$ cat src/rtl/systolic_result_drain.sv
// rtl/systolic_result_drain.sv - snapshots the systolic array C bus after a fixed delay and streams it out
module systolic_result_drain #(
    parameter int N           = 3,
    parameter int ACC_W       = 16,
    parameter int DRAIN_DELAY = 8,
    localparam int NE         = N * N,
    localparam int IDX_W      = (NE > 1) ? $clog2(NE) : 1
) (
    input  logic                  clk,
    input  logic                  rst,
    input  logic                  start,
    input  logic [NE*ACC_W-1:0]   c_flat,
    input  logic                  out_ready,
    output logic                  out_valid,
    output logic [ACC_W-1:0]      out_data,
    output logic [IDX_W-1:0]      out_idx,
    output logic                  out_last,
    output logic                  busy,
    output logic                  done
);

    localparam int CNT_W = (DRAIN_DELAY > 1) ? $clog2(DRAIN_DELAY) : 1;
    localparam logic [CNT_W-1:0] LAST_CNT = CNT_W'(DRAIN_DELAY - 1);
    localparam logic [IDX_W-1:0] LAST_IDX = IDX_W'(NE - 1);

    typedef enum logic [1:0] {
        S_IDLE,
        S_WAIT,
        S_STREAM
    } state_t;

    state_t                       state_q, state_d;
    logic [CNT_W-1:0]             cnt_q, cnt_d;
    logic [IDX_W-1:0]             idx_q, idx_d;
    logic [NE-1:0][ACC_W-1:0]     snap_q, snap_d;
    logic                         done_q, done_d;

    always_ff @(posedge clk or negedge rst) begin
        if (!rst) begin
            state_q <= S_IDLE;
            cnt_q   <= '0;
            idx_q   <= '0;
            snap_q  <= '0;
            done_q  <= 1'b0;
        end else begin
            state_q <= state_d;
            cnt_q   <= cnt_d;
            idx_q   <= idx_d;
            snap_q  <= snap_d;
            done_q  <= done_d;
        end
    end

    always_comb begin
        state_d = state_q;
        cnt_d   = cnt_q;
        idx_d   = idx_q;
        snap_d  = snap_q;
        done_d  = 1'b0;
        case (state_q)
            S_IDLE: begin
                if (start) begin
                    state_d = S_WAIT;
                    cnt_d   = '0;
                end
            end
            S_WAIT: begin
                // The array has settled by now; later c_flat changes must not leak into the stream.
                if (cnt_q == LAST_CNT) begin
                    snap_d  = c_flat;
                    idx_d   = '0;
                    state_d = S_STREAM;
                end else begin
                    cnt_d = cnt_q + 1'b1;
                end
            end
            S_STREAM: begin
                if (out_ready) begin
                    if (idx_q == LAST_IDX) begin
                        state_d = S_IDLE;
                        done_d  = 1'b1;
                    end else begin
                        idx_d = idx_q + 1'b1;
                    end
                end
            end
            default: state_d = S_IDLE;
        endcase
    end

    // Outputs are forced to zero outside STREAM so an idle port shows no stale element.
    assign out_valid = (state_q == S_STREAM);
    assign out_data  = out_valid ? snap_q[idx_q] : '0;
    assign out_idx   = out_valid ? idx_q : '0;
    assign out_last  = out_valid && (idx_q == LAST_IDX);
    assign busy      = (state_q != S_IDLE);
    assign done      = done_q;

endmodule

$ cat config.mk
export PLATFORM = sky130hd
export DESIGN_NAME = systolic_result_drain
export DESIGN_NICKNAME = d
export VERILOG_FILES = /design/src/rtl/systolic_result_drain.sv
export SDC_FILE = /design/constraint.sdc
export NUM_CORES = 1
export LEC_CHECK = 0
export ABC_AREA = 1
export BUFFER_PORTS_ARGS = -buffer_cell sky130_fd_sc_hd__buf_4
export CAP_MARGIN = 10
export CORE_MARGIN = 1.5
export CORE_UTILIZATION = 40
export DETAILED_ROUTE_END_ITERATION = 12
export HOLD_SLACK_MARGIN = 0.1
export PLACE_DENSITY = 0.71
export SLEW_MARGIN = 10
export SYNTH_ARGS = -nofsm -noshare
export SYNTH_HDL_FRONTEND = slang
export SYNTH_SLANG_ARGS = --single-unit
$ cat constraint.sdc
create_clock -name clk -period 1.7 [get_ports clk]
set_input_delay 0.255 -clock clk [delete_from_list [all_inputs] [get_ports clk]]
set_output_delay 0.255 -clock clk [all_outputs]
set_load 0.01 [all_outputs]
Word level (Yosys, flattened, before mapping)
Index checks and enable logic that the tools add are counted.
{"block": "totals", "regBits": 154, "in_bits": 148}
{"block": "classes", "add_sub_neg": 2, "magnitude_cmp": 1, "n_eq_ne": 10, "n_mux": 19, "n_reduce_logical": 9}
{"cell": "16-bit binary-select mux with 4-bit select", "n": 1}
{"cell": "16-bit 2-to-1 mux", "n": 2}
{"cell": "4-bit 2-to-1 mux", "n": 4}
{"cell": "2-bit != test, second input constant", "n": 5}
{"cell": "2-bit 2-to-1 mux", "n": 4}
{"cell": "4-bit one-hot mux with 2 select lines", "n": 1}
{"cell": "4-bit AND reduction", "n": 2}
{"cell": "3-bit 2-to-1 mux", "n": 2}
{"cell": "2-bit one-hot mux with 3 select lines", "n": 1}
{"cell": "3-bit one-hot mux with 2 select lines", "n": 1}
{"cell": "2-bit nonzero test", "n": 3}
{"cell": "4-bit by 5-bit less-than comparator with 1-bit output, second input constant", "n": 1}
{"cell": "4-bit by 1-bit adder with 4-bit output, second input constant", "n": 1}
{"cell": "4-bit equality test, second input constant", "n": 1}
{"cell": "3-bit by 1-bit adder with 3-bit output, second input constant", "n": 1}
{"cell": "3-bit equality test, second input constant", "n": 1}
{"cell": "1-bit 2-to-1 mux", "n": 3}
{"cell": "3-bit AND reduction", "n": 1}
{"cell": "2-bit by 1-bit equality test with 1-bit output, second input constant", "n": 1}
{"cell": "2-bit equality test, second input constant", "n": 1}
{"cell": "2-bit logical NOT", "n": 1}
{"cell": "2-bit by 1-bit != test with 1-bit output, second input constant", "n": 1}
{"cell": "2-bit AND reduction", "n": 1}
{"cell": "1-bit logical AND", "n": 1}

Logic depth before layout (Yosys ltp)
{"block": "logic_depth", "ltp_word": 4, "ltp_mapped": 11, "ltp_nobuf": 9}

Worst setup path after synthesis
No wires, ideal clock.
{"block": "synth_timing", "kind": "register to register", "start": "register idx_q[1]", "end": "register idx_q[2]", "arrival_ns": 1.615, "t_required_ns": 1.617, "slack_ns": 0.002, "path_stages_with_launch": 12, "n_path_buf": 2, "synth_period_minus_slack_ns": 1.698, "cell_sequence": "dfrtp_1 > buf_2 > clkinv_1 > buf_2 > ha_1 > nand3_1 > nand2_1 > inv_2 > nor2_1 > nor2_2 > nand3_1 > o21ai_0"}
{"block": "synth_between", "elab_chain_cells": 4, "word_cells_on_any_way": 7}
{"item": "start, declared", "line_no": "34", "text": "logic [IDX_W-1:0] idx_q, idx_d;"}
{"item": "start signal, assigned", "line_no": "48", "text": "idx_q <= idx_d;"}
{"item": "4-bit by 1-bit adder with 4-bit output", "line_no": "83", "text": "idx_d = idx_q + 1'b1;"}
{"item": "4-bit 2-to-1 mux", "line_no": "79", "text": "if (idx_q == LAST_IDX) begin"}
{"item": "4-bit 2-to-1 mux", "line_no": "78", "text": "if (out_ready) begin"}
{"item": "4-bit one-hot mux with 2 select lines", "line_no": "60", "text": "case (state_q)"}
Parallel ways exist; a longest one is shown, timed or not. The select of a mux whose other input is x is not followed.
A chain may end at the register's enable or synchronous reset.

Final worst setup path
{"block": "layout_timing", "start": "register idx_q[0]", "end": "output port out_data[2]"}
{"block": "layout_between", "elab_chain_cells": 3}
{"item": "16-bit binary-select mux with 4-bit select", "line_no": "93", "text": "assign out_data = out_valid ? snap_q[idx_q] : '0;"}
{"item": "16-bit 2-to-1 mux (implied by the code)", "line_no": "93"}
{"item": "16-bit 2-to-1 mux", "line_no": "93"}
{"item": "end, declared", "line_no": "15", "text": "output logic [ACC_W-1:0] out_data,"}
No other way between the ends. The select of a mux whose other input is x is not followed.

==> impl_metrics.toml <==
[status]
status = "finished, violations left"
violations = "negative setup slack"

[power_and_ir_drop]
irDropWorstVdd_v = 0.0008751
total_power_mw = 16.58
p_leak_nw = 5.884
powerDensity_nw_per_um2 = 1417

[final_layout]
antenna_cells = 0
fin_nets = 1405
final_common_cell = "buf_4"
mostFrequentLayoutCells = "buf_4 (202), dfrtp_1 (150), nor2_1 (149), nand2_1 (148), dlygate4sd3_1 (138)"
drive_gt1_share_pct = 26.94
area_growth_pct = 55.56

[sta]
finalHoldViolations = 0
max_freq_mhz = 442.8
slew_violations = 0
fin_worst_skew_ns = 0.009018
period_share_pct = 132.8
finalWorstSetupSlack_ns = -0.5583
relSlewSlack_pct = 75.39
finalSetupViolations = 19
worstMarginPinSlew_ns = 0.3654
worst_hold_slack_ns = 0.1127
min_period_ns = 2.258
rsz0062_at_grt = "true"

[critical_path]
cp_max_fo = 18
path_buf_inv = 3
cp_top_family = "buffers and inverters"
r2r_cells = 10
crit_arrival_ns = 2.00
r2r_setup_slack_ns = -0.03
crit_slowest_cell = "dfrtp_2"
crit_top_cell = "nand3_1"
slowest_delay_ns = 0.44
crit_chain = "inv_2 > clkbuf_16 > nand2_1 > nand3_1 > nand3_1 > nand3_1 > a21oi_2 > buf_4"
cp-start-kind = "flop"
cp.required_ns = 1.44
end_kind = "output pin"
timing.rr.start = "idx_q[0]$_DFFE_PN0P_"
worstSetupPathType = "flop to output pin"
reg2reg_to = "idx_q[2]$_DFFE_PN0P_"

[clock_tree]
cts_htree_levels = 4
clk-insertion-delay-late_ns = 0.43
cts_tree = "built"
cts_max_path_buffers = 2
numCtsBuffers = 17
clkTransAtPathRegs_ns = 0.06
cts-root-buf = "clkbuf_16"
clkSinkCount = 154

[placement]
gp_congestion = 0.8908
portBuffers = 171
pre_cts_ws_ns = -0.1043
dpl.hpwl_um = 16150

[run]
cap_violations = 0

[global_routing]
grt_max_degree = 48
grt_pass1_vias = 7335
gr-total-overflow = 0
antenna_found_initial = 0
grt_pass1_wl_um = 38000
grtUsageTotal_pct = 25.38

[worst_hold_path]
min_to = "snap_q[46]$_DFFE_PN0P_"
min_path_cells = 3
hold_path.class = "input port to flop"
hp-start = "c_flat[46]"

[logic_synthesis]
synth_cell_types = 24
postSynthCellCount = 921
synth_warnings = 0
synth_area_sq_um = 7520
syn_avg_cell_area_sq_um = 8.165
synth_area_leaders = "dfrtp_1 (51%), a21oi_1 (7.9%), nand2_1 (7.6%)"
synth_top_area_share_pct = 51.25
synth.largest_area_cell = "dfrtp_1"
synth_fp_nets = 1073
ys_seq_area_share_pct = 51.25
ys_seq_elements = 154

[drt]
drc = 0
drt-pass1-iter-count = 6
via_per_inst = 5.025
dr.first_iter.drc_count = 607
ant_nets = 0
totalWireLength_um = 24970
wire_per_inst_um = 16.70
via_count = 7512

[floorplanning]
ioPinCount = 172
die_h_um = 140.1
start_util_pct = 41.30
die-area_sq_um = 19630
die_x_um = 140.1
row_count = 49
coreArea_sq_um = 18210
[sequential cells by signal (all words and copies together), names as in the netlist]
register and flops:
done 1, cnt_q 3, idx_q 4, state_q 2, snap_q 144
[power breakdown]
part / internal [mW] / leakage, nW / switching [mW]
combinational: 2.72 / 3.78 / 3.58
sequential: 5.48 / 1.79 / 0.676
clock: 2.56 / 0.308 / 1.58
total: 10.7 / 5.88 / 5.83
[how the worst max path moves through the flow]
| stage | cells past startpoint | slack [ns] | start | endpoint |
|---|---|---|---|---|
| floorplan | 11 | 0.002 | idx_q[1]$_DFFE_PN0P_ | idx_q[2]$_DFFE_PN0P_ |
| global placement | 9 | -0.1 | idx_q[0]$_DFFE_PN0P_ | out_data[15] |
| detailed placement | 9 | -0.10 | idx_q[0]$_DFFE_PN0P_ | out_data[15] |
| CTS | 7 | -0.50 | idx_q[0]$_DFFE_PN0P_ | out_data[7] |
| global route | 9 | -0.62 | idx_q[0]$_DFFE_PN0P_ | out_data[7] |
| finish | 8 | -0.56 | idx_q[0]$_DFFE_PN0P_ | out_data[2] |
[logic make-up after synthesis]
kind of cell    Yosys count  share of synthesized area (%)
fa+ha+maj                 4                         0.6656
xor+xnor                  2                         0.2330
simple gates            416                          22.98
mux                      32                          4.992
compound gates          135                          9.484
buf+inv                 178                          10.40
flops                   154                          51.25
[metrics by stage]
stage	TNS (ns)	utilization [%]	area (sq um)	cells
after floorplan	0	-	7520	921
after global placement	-0.4088	51.16	9316	1314
after detailed placement	-0.6672	51.16	9316	1314
after CTS	-8.153	62.76	11430	1487
after global routing	-10.03	64.24	11700	1495
final	-8.160	64.24	11700	1495
[timing repair]
action,CTS,global route
endpoints found under the setup margin,27,31
pin swaps,6,1
resized for setup,19,27
cloned,1,6
endpoints found under the hold margin,208,1
buffers inserted,3,2
hold buffers,137,1
[worst reg2reg max path: cells and delay by family (launching register included)]
kind | cells | cell delay, ns
AO/OA/AOI/OAI | 1 | 0.12
adder cells (fa/ha/maj) | 1 | 0.21
buffers and inverters | 3 | 0.36
flip-flops | 1 | 0.44
AND/OR/NAND/NOR | 5 | 0.53
[layer usage]
| metal | global-route usage [%] | share of wire, % |
|---|---|---|
| met5 | 0 | 0 |
| met4 | 9.197 | 2.5 |
| met3 | 5.026 | 7.1 |
| met2 | 42.58 | 49 |
| met1 | 32.76 | 42 |
[layout make-up]
class | count | area (sq um)
clock buffer | 20 | 456.7
timing repair buffer | 368 | 3427
tap | 229 | 286.5
fill | 1381 | 6511
inverter | 122 | 457.9
clock inverter | 12 | 187.7
multi-input combinational | 590 | 3023
sequential | 154 | 3859
[Yosys cell counts, drive strengths merged]
library cell / number
inv: 120
nor3b: 1
a21oi: 128
clkbuf: 11
mux2: 32
nand3: 106
xor2: 2
nand2: 154
ha: 4
nor2: 154
o21ai: 7
nor4: 1
buf: 45
dfrtp: 154
clkinv: 2
(Power assumes the default switching activity.)
